### src/rtl/lights_out_grid.sv
// Lights-out puzzle: LFSR scramble, then player presses toggle a cell and its neighbours.
// Latency: every press is visible one cycle after the strobe. No backpressure: presses outside PLAY are dropped.
module lights_out_grid #(
    parameter int          ROWS         = 3,
    parameter int          COLS         = 3,
    parameter int          WRAP         = 0,
    parameter int          MOVE_W       = 8,
    parameter int          SCRAMBLE_CYC = 32,
    parameter logic [15:0] SEED         = 16'hACE1,
    localparam int         N            = ROWS * COLS,
    localparam int         IDX_W        = (N > 1) ? $clog2(N) : 1
) (
    input  logic              clk,
    input  logic              rst_n,
    input  logic              ena,
    input  logic              btn_valid,
    input  logic [IDX_W-1:0]  btn_idx,
    input  logic              new_game,
    output logic [N-1:0]      field,
    output logic [MOVE_W-1:0] moves,
    output logic              busy,
    output logic              solved
);
    localparam int CNT_W = (SCRAMBLE_CYC > 0) ? $clog2(SCRAMBLE_CYC + 1) : 1;
    localparam logic [CNT_W-1:0] CNT_LOAD = CNT_W'(SCRAMBLE_CYC);

    typedef enum logic [1:0] {SCRAMBLE, PLAY, WON} state_t;

    state_t            state;
    logic [15:0]       lfsr;
    logic [CNT_W-1:0]  cnt;
    logic              lfsr_fb;
    logic [IDX_W-1:0]  syn_idx;
    logic              btn_ok;
    logic              syn_ok;
    logic [N-1:0]      btn_mask;
    logic [N-1:0]      syn_mask;
    logic [N-1:0]      post_press;

    // OR-ing the targets means wrapped duplicates still toggle each cell once.
    function automatic logic [N-1:0] cell_mask(input int r, input int c);
        logic [N-1:0] m;
        m = N'(1) << (r * COLS + c);
        if (WRAP != 0) begin
            m |= N'(1) << (((r + 1) % ROWS) * COLS + c);
            m |= N'(1) << (((r + ROWS - 1) % ROWS) * COLS + c);
            m |= N'(1) << (r * COLS + (c + 1) % COLS);
            m |= N'(1) << (r * COLS + (c + COLS - 1) % COLS);
        end else begin
            if (r > 0)        m |= N'(1) << ((r - 1) * COLS + c);
            if (r < ROWS - 1) m |= N'(1) << ((r + 1) * COLS + c);
            if (c > 0)        m |= N'(1) << (r * COLS + c - 1);
            if (c < COLS - 1) m |= N'(1) << (r * COLS + c + 1);
        end
        return m;
    endfunction

    function automatic logic [N-1:0] press_mask(input logic [IDX_W-1:0] idx);
        logic [N-1:0] m;
        m = '0;
        for (int r = 0; r < ROWS; r++) begin
            for (int c = 0; c < COLS; c++) begin
                if (int'(idx) == r * COLS + c) m = cell_mask(r, c);
            end
        end
        return m;
    endfunction

    assign lfsr_fb    = lfsr[15] ^ lfsr[13] ^ lfsr[12] ^ lfsr[10];
    assign syn_idx    = lfsr[IDX_W-1:0];
    assign btn_ok     = btn_valid && (int'(btn_idx) < N);
    assign syn_ok     = int'(syn_idx) < N;
    assign btn_mask   = press_mask(btn_idx);
    assign syn_mask   = press_mask(syn_idx);
    assign post_press = field ^ btn_mask;

    always_ff @(posedge clk) begin
        if (!rst_n) begin
            field  <= '0;
            moves  <= '0;
            lfsr   <= SEED;
            state  <= SCRAMBLE;
            cnt    <= CNT_LOAD;
            busy   <= 1'b1;
            solved <= 1'b0;
        end else if (ena) begin
            lfsr <= {lfsr[14:0], lfsr_fb};
            if (new_game) begin
                moves  <= '0;
                state  <= SCRAMBLE;
                cnt    <= CNT_LOAD;
                busy   <= 1'b1;
                solved <= 1'b0;
            end else begin
                case (state)
                    SCRAMBLE: begin
                        // A zero count means an empty scramble: one idle cycle, then PLAY.
                        if (cnt != '0) begin
                            if (syn_ok) field <= field ^ syn_mask;
                            cnt <= cnt - CNT_W'(1);
                        end
                        if (cnt <= CNT_W'(1)) begin
                            state <= PLAY;
                            busy  <= 1'b0;
                        end
                    end
                    PLAY: begin
                        if (btn_ok) begin
                            field <= post_press;
                            if (moves != '1) moves <= moves + MOVE_W'(1);
                            if (post_press == '0) begin
                                state  <= WON;
                                solved <= 1'b1;
                            end
                        end
                    end
                    WON: ;
                    default: begin
                        state <= SCRAMBLE;
                        cnt   <= CNT_LOAD;
                        busy  <= 1'b1;
                    end
                endcase
            end
        end
    end
endmodule

### config.mk
export PLATFORM = sky130hd
export DESIGN_NAME = lights_out_grid
export DESIGN_NICKNAME = d
export VERILOG_FILES = /design/src/rtl/lights_out_grid.sv
export SDC_FILE = /design/constraint.sdc
export NUM_CORES = 1
export LEC_CHECK = 0
export BUFFER_PORTS_ARGS = -buffer_cell sky130_fd_sc_hd__buf_2
export CAP_MARGIN = 20
export CORE_MARGIN = 1.5
export CORE_UTILIZATION = 53
export CTS_CLUSTER_SIZE = 8
export DETAILED_ROUTE_END_ITERATION = 12
export PLACE_DENSITY_LB_ADDON = 0.05
export SLEW_MARGIN = 20
export SYNTH_ARGS = -nofsm -noshare
export SYNTH_HDL_FRONTEND = slang
export SYNTH_SLANG_ARGS = --single-unit
export TNS_END_PERCENT = 30
### constraint.sdc
create_clock -name clk -period 1.75 [get_ports clk]
set_input_delay 0.35 -clock clk [delete_from_list [all_inputs] [get_ports clk]]
set_output_delay 0.35 -clock clk [all_outputs]
set_load 0.02 [all_outputs]
# Yosys cells after proc, flatten, opt, wreduce, memory -nomap -nowiden
# Cells that the tools add are included.
# totals
word_cells,105
reg_bits,43
in_bits,9
# op_classes
bitwise,6
eq_ne,28
n_reduce_logical,18
n_mux,41
order_cmp,3
addsub,2
# op_table
op,n
9-bit two-way mux,15
"4-bit == test, second input constant",10
8-bit two-way mux,5
6-bit two-way mux,3
9-bit one-hot mux with 2 select lines,1
9-bit XOR,2
"4-bit by 3-bit == test with 1-bit output, second input constant",4
"3-bit != test, second input constant",4
6-bit one-hot mux with 2 select lines,1
2-bit nonzero test,5
9-bit logical NOT,1
"8-bit by 1-bit adder with 8-bit output, second input constant",1
"4-bit by 2-bit == test with 1-bit output, second input constant",2
4-bit logical NOT,2
"4-bit < comparator, second input constant",2
2-bit two-way mux,4
4-bit two-way mux,2
"2-bit != test, second input constant",4
"8-bit != test, second input constant",1
4-bit AND reduction,2
7-bit two-way mux,1
"6-bit by 1-bit less-or-equal comparator with 1-bit output, second input constant",1
1-bit two-way mux,6
2-bit one-hot mux with 3 select lines,1
other kinds (15),18

# Logic depth before layout (Yosys ltp)
# depth
depth_word,16
mapped_depth,10

# Worst setup path before layout
# Ideal clock, no wire load.
# synth_timing
path_type,flip-flop to flip-flop
from,reg cnt[0]
to,reg field[0]
setup_ps,115
path_stages_with_launch,10
t_arrival_ps,1792
path_slack_ps,-156
synth_period_minus_slack_ps,1906
n_path_buf,1
cell_sequence,dfxtp_1 -> inv_1 -> ha_1 -> inv_1 -> o22ai_2 -> a2111oi_4 -> buf_6 -> nand2_1 -> xnor2_1 -> and2_1
# synth_between
elab_chain_cells,3
# synth_rtl
element,line_no,rtl
from (decl),31,logic [CNT_W-1:0] cnt;
from (signal assigned),100,cnt <= cnt - CNT_W'(1);
6-bit nonzero test,98,if (cnt != '0) begin
2-bit != test (no source line),--,
6-bit AND reduction (no source line),--,
to (signal assigned),99,if (syn_ok) field <= field ^ syn_mask;
to (signal assigned),109,field <= post_press;
to (decl),19,"output logic [N-1:0] field,"
# No other way between the ends.
# A chain may end at the register's enable or synchronous reset.

# Worst setup path in the final report
# layout_timing
from,reg cnt[3]
to,reg field[8]
# The elaborated chain is that of the path after synthesis.

==> reports/summary.md <==
For the worst flop-to-flop path, the logic depth is 6. The wire length per cell was 14.24 microns; the leakage component of the power was 1.497 nW. For the number of global-route vias before repair, the log shows 2370. Setup repair after global routing could not meet its margin everywhere. The hold path startpoint is rst_n.

The most used flip-flop cell after synthesis is dfxtp_1. The final critical-path share of the clock period was 1.049; the headroom to the max-slew limit was 0.6357. The run finished, with violations left. The number of optimization iterations in the first detailed-route pass came out at 4. For the die area, the log shows 5569 sq um. The core region is 4817 sq um. During synthesis, Yosys emitted a total of 0 warnings. After synthesis, the cell types taking the most area are dfxtp_1, mux2i_1, xnor2_1, nand2_1, nor2_1. The fraction of registers with async set/reset was 0; the number of CTS-inserted buffers was 5.

In this run the deepest clock path goes through 2 buffers. Class of the worst hold path: in2reg. The delay of the slowest critical-path stage is 0.56 ns, and the via count of the routed design is 2592. In this run the cell area of the synthesized design comes to 2719 sq um. The sum of net half-perimeters after detailed placement was 4645 microns. The root buffer cell chosen for the clock tree is clkbuf_8.

Final critical delay including setup and external delays: 1.836 ns. The worst setup path is captured at a flop. In this run, distinct cell masters in the synthesized netlist total 58. The number of nets handed over by synthesis was 345. Proportion of netlist area held by the largest area contributor: 0.3166. In this run, post-CTS hold repair placed 0 buffers. VDD sags by at most 0.5676 mV.

The critical path startpoint was cnt[3]$_SDFFE_PN0P_. Global routing finished with a remaining overflow of 0. The biggest area contributor in the post-synthesis netlist is dfxtp_1. From bottom edge to top edge, the die measures 74.63 microns. Final wirelength: 6662 microns.

Total track usage: 0.2515. The cell family contributing the most delay on the critical path is simple AND/OR/NAND/NOR gates. Using the TritonRoute via totals, the vias-per-cell ratio works out to 5.538. The combined buffer and inverter count along the critical path came out at 1.

Traced cell by cell, the critical path runs through or4_4 -> o22ai_4 -> a2111oi_4 -> buf_4 -> and3_4 -> o21a_1. Compared with the post-synthesis result, the final layout area differs by 31.57%. In this run the remaining antenna-violating nets after routing total 0.

The tools report the launch point of the worst reg-to-reg path as cnt[3]$_SDFFE_PN0P_. At the pin with the least slew margin, the transition time is 0.5396 ns. Yosys mapped a number of flops with a built-in enable equal to 0. For this run, the top clock speed supported by timing is 544.8 MHz.

On the final layout, the worst clock skew is 0.01162 ns. The ratio of cells with drive above 1 in the final layout is 0.3317. The multi-input combinational cell area is 1848 sq um.

The H-tree generated during clock tree synthesis spans 2 levels. The mean instance size in the synthesized netlist was 8.264 sq um. The tools report the clock insertion delay at the later pin of the skew report as 0.29 ns.

The checks that failed: negative setup slack. The net count of the finished layout is 416. The synthesized design contains 43 register bits. Antenna diode count: 0. Nature of the critical path startpoint: a flop. In the synthesized netlist, the number of instances is 329.

Power spread over the standard cell area amounts to 795.3 nW/um^2. For the initial antenna violation count, the log shows 0. The global-route wire length before repair is 10780 microns, and the number of DRC markers after the initial detailed-route iteration is 142. The worst hold path was traced through 2 stages. The clock drives 43 sinks.

The max capacitance violation total was 0; the number of ports placed on the die boundary was 28. The final hold slack was 0.3972 ns; the number of filler cells placed in the layout was 380. The number of cells on the critical path was 6; the floorplan row count was 25.

TritonCTS built the clock tree. The logs give 26 for the pin count of the biggest net entering global routing and 0.3166 for the proportion of synthesized chip area in sequential cells. By count the netlist is led by dfxtp_1, nand2_1, nor2_1. OpenSTA, run right after detailed placement, puts the worst setup slack at -0.3008 ns. Setup total negative slack on the finished layout was measured at -0.5631 ns.

The initial core utilization was 0.5644. Clock-pin slew was measured on the worst setup and hold paths at 0.08 ns. The largest driver fanout on the critical path was 6; the post-layout total power was 2.845 mW. The number of hold violations in the final report was 0; the routability congestion estimate from global placement was 0.8329. For the worst setup path, the data required time is 1.93 ns. By instance count, the leading cell after synthesis is dfxtp_1. In this run the horizontal extent of the chip is 74.63 microns.

The total area of sequential cells came out at 873.3 sq um. Minimum setup slack in the final design: -0.08568 ns. The critical-path cell with the highest stage delay is or4_4.

Input and output buffers added on the ports amount to 27. Setup violations remaining at the end of the flow were counted as 12. For the final routed DRC violation total, the log shows 0. At the worst endpoint, the arrival time is 2.02 ns.

Number of max-slew violations in the final report: 0. The worst setup path is of the reg2reg kind.
routing by layer:
| metal | vias to the layer above | GRT usage | part of all wire |
|---|---|---|---|
| li1 | 1313 | - | - |
| met1 | 1207 | 0.3480 | 0.46 |
| met2 | 66 | 0.4067 | 0.49 |
| met3 | 6 | 0.03748 | 0.046 |
| met4 | 0 | 0.07879 | 0.010 |
| met5 | - | 0 | 0 |
sequential cells by signal, summed over array words and instances, names as in the netlist:
register / flops
moves: 8
lfsr: 16
cnt: 6
state: 2
solved: 1
busy: 1
field: 9
power by group:
group | leakage [nW] | internal, mW | switching, mW
Sequential | 0.355 | 1.05 | 0.0699
Combinational | 1.08 | 0.404 | 0.422
Clock | 0.0654 | 0.570 | 0.328
Total | 1.50 | 2.02 | 0.820
layout make-up:
class	count	area share
Multi-Input combinational cell	251	0.5166
Sequential cell	43	0.2441
Timing Repair Buffer	85	0.1626
Tap cell	67	0.02343
Clock buffer	6	0.02029
Clock inverter	2	0.01679
Inverter	14	0.01609
final timing paths:
check	slack, ns	endpoint
worst max-delay path	-0.09	field[8]$_SDFFE_PN0P_
worst max register to register	-0.09	field[8]$_SDFFE_PN0P_
worst min-delay path	0.40	lfsr[11]$_SDFFE_PN1P_
worst min register to register	0.46	solved$_SDFFE_PN0P_
through the flow:
| step | std cells | util | cell area (sq um) |
|---|---|---|---|
| 2_1_floorplan | 329 | - | 2768 |
| 3_3_place_gp | 451 | 0.6694 | 3224 |
| 3_5_place_dp | 451 | 0.6694 | 3224 |
| 4_1_cts | 464 | 0.7231 | 3483 |
| 5_1_grt | 468 | 0.7426 | 3577 |
| 6_report | 468 | 0.7426 | 3577 |
cell usage in the layout, fill, tap and decap left out, types with 3 or more instances in the layout:
cell type and n:
buf_4 55, dfxtp_1 35, buf_2 27, nor2_1 25, nand2_1 23, o21ai_0 18, mux2i_1 17, nor2b_1 14
xnor2_1 14, a21oi_1 14, nand3_1 11, inv_1 10, xor2_1 9, and3_1 7, and2_1 7, nand2b_1 7
dfxtp_2 7, a211oi_1 5, clkbuf_8 5, nand2_2 4, o211ai_1 4, nand3b_1 4, or3_1 3, a31oi_1 3
nand4_1 3, o32ai_1 3, ha_1 3, ha_4 3, buf_6 3
worst reg2reg max path: cells and delay by family (launching register included):
family,cells,cell delay (ns)
compound gates,3,0.47
buf+inv,1,0.18
simple gates,2,0.73
flops,1,0.35
logic make-up (layout without fill, tap and decap cells):
kind of cell             Yosys count  after routing  share of synthesized area
AO/OA/AOI/OAI                     73             73                     0.1956
adder cells (fa/ha/maj)            7              7                    0.03221
buffers and inverters             35            107                    0.06120
multiplexers                      17             17                    0.06259
XOR/XNOR                          23             23                    0.07409
flip-flops                        43             43                     0.3166
AND/OR/NAND/NOR                  131            131                     0.2577
timing repair:
action | 4_1_cts | 5_1_grt
buffers inserted | 5 | 4
pin swaps | 9 | 5
endpoints found under the setup margin | 19 | 24
resized for setup | 21 | 11
Note: power is estimated with default switching activity, not from simulation.
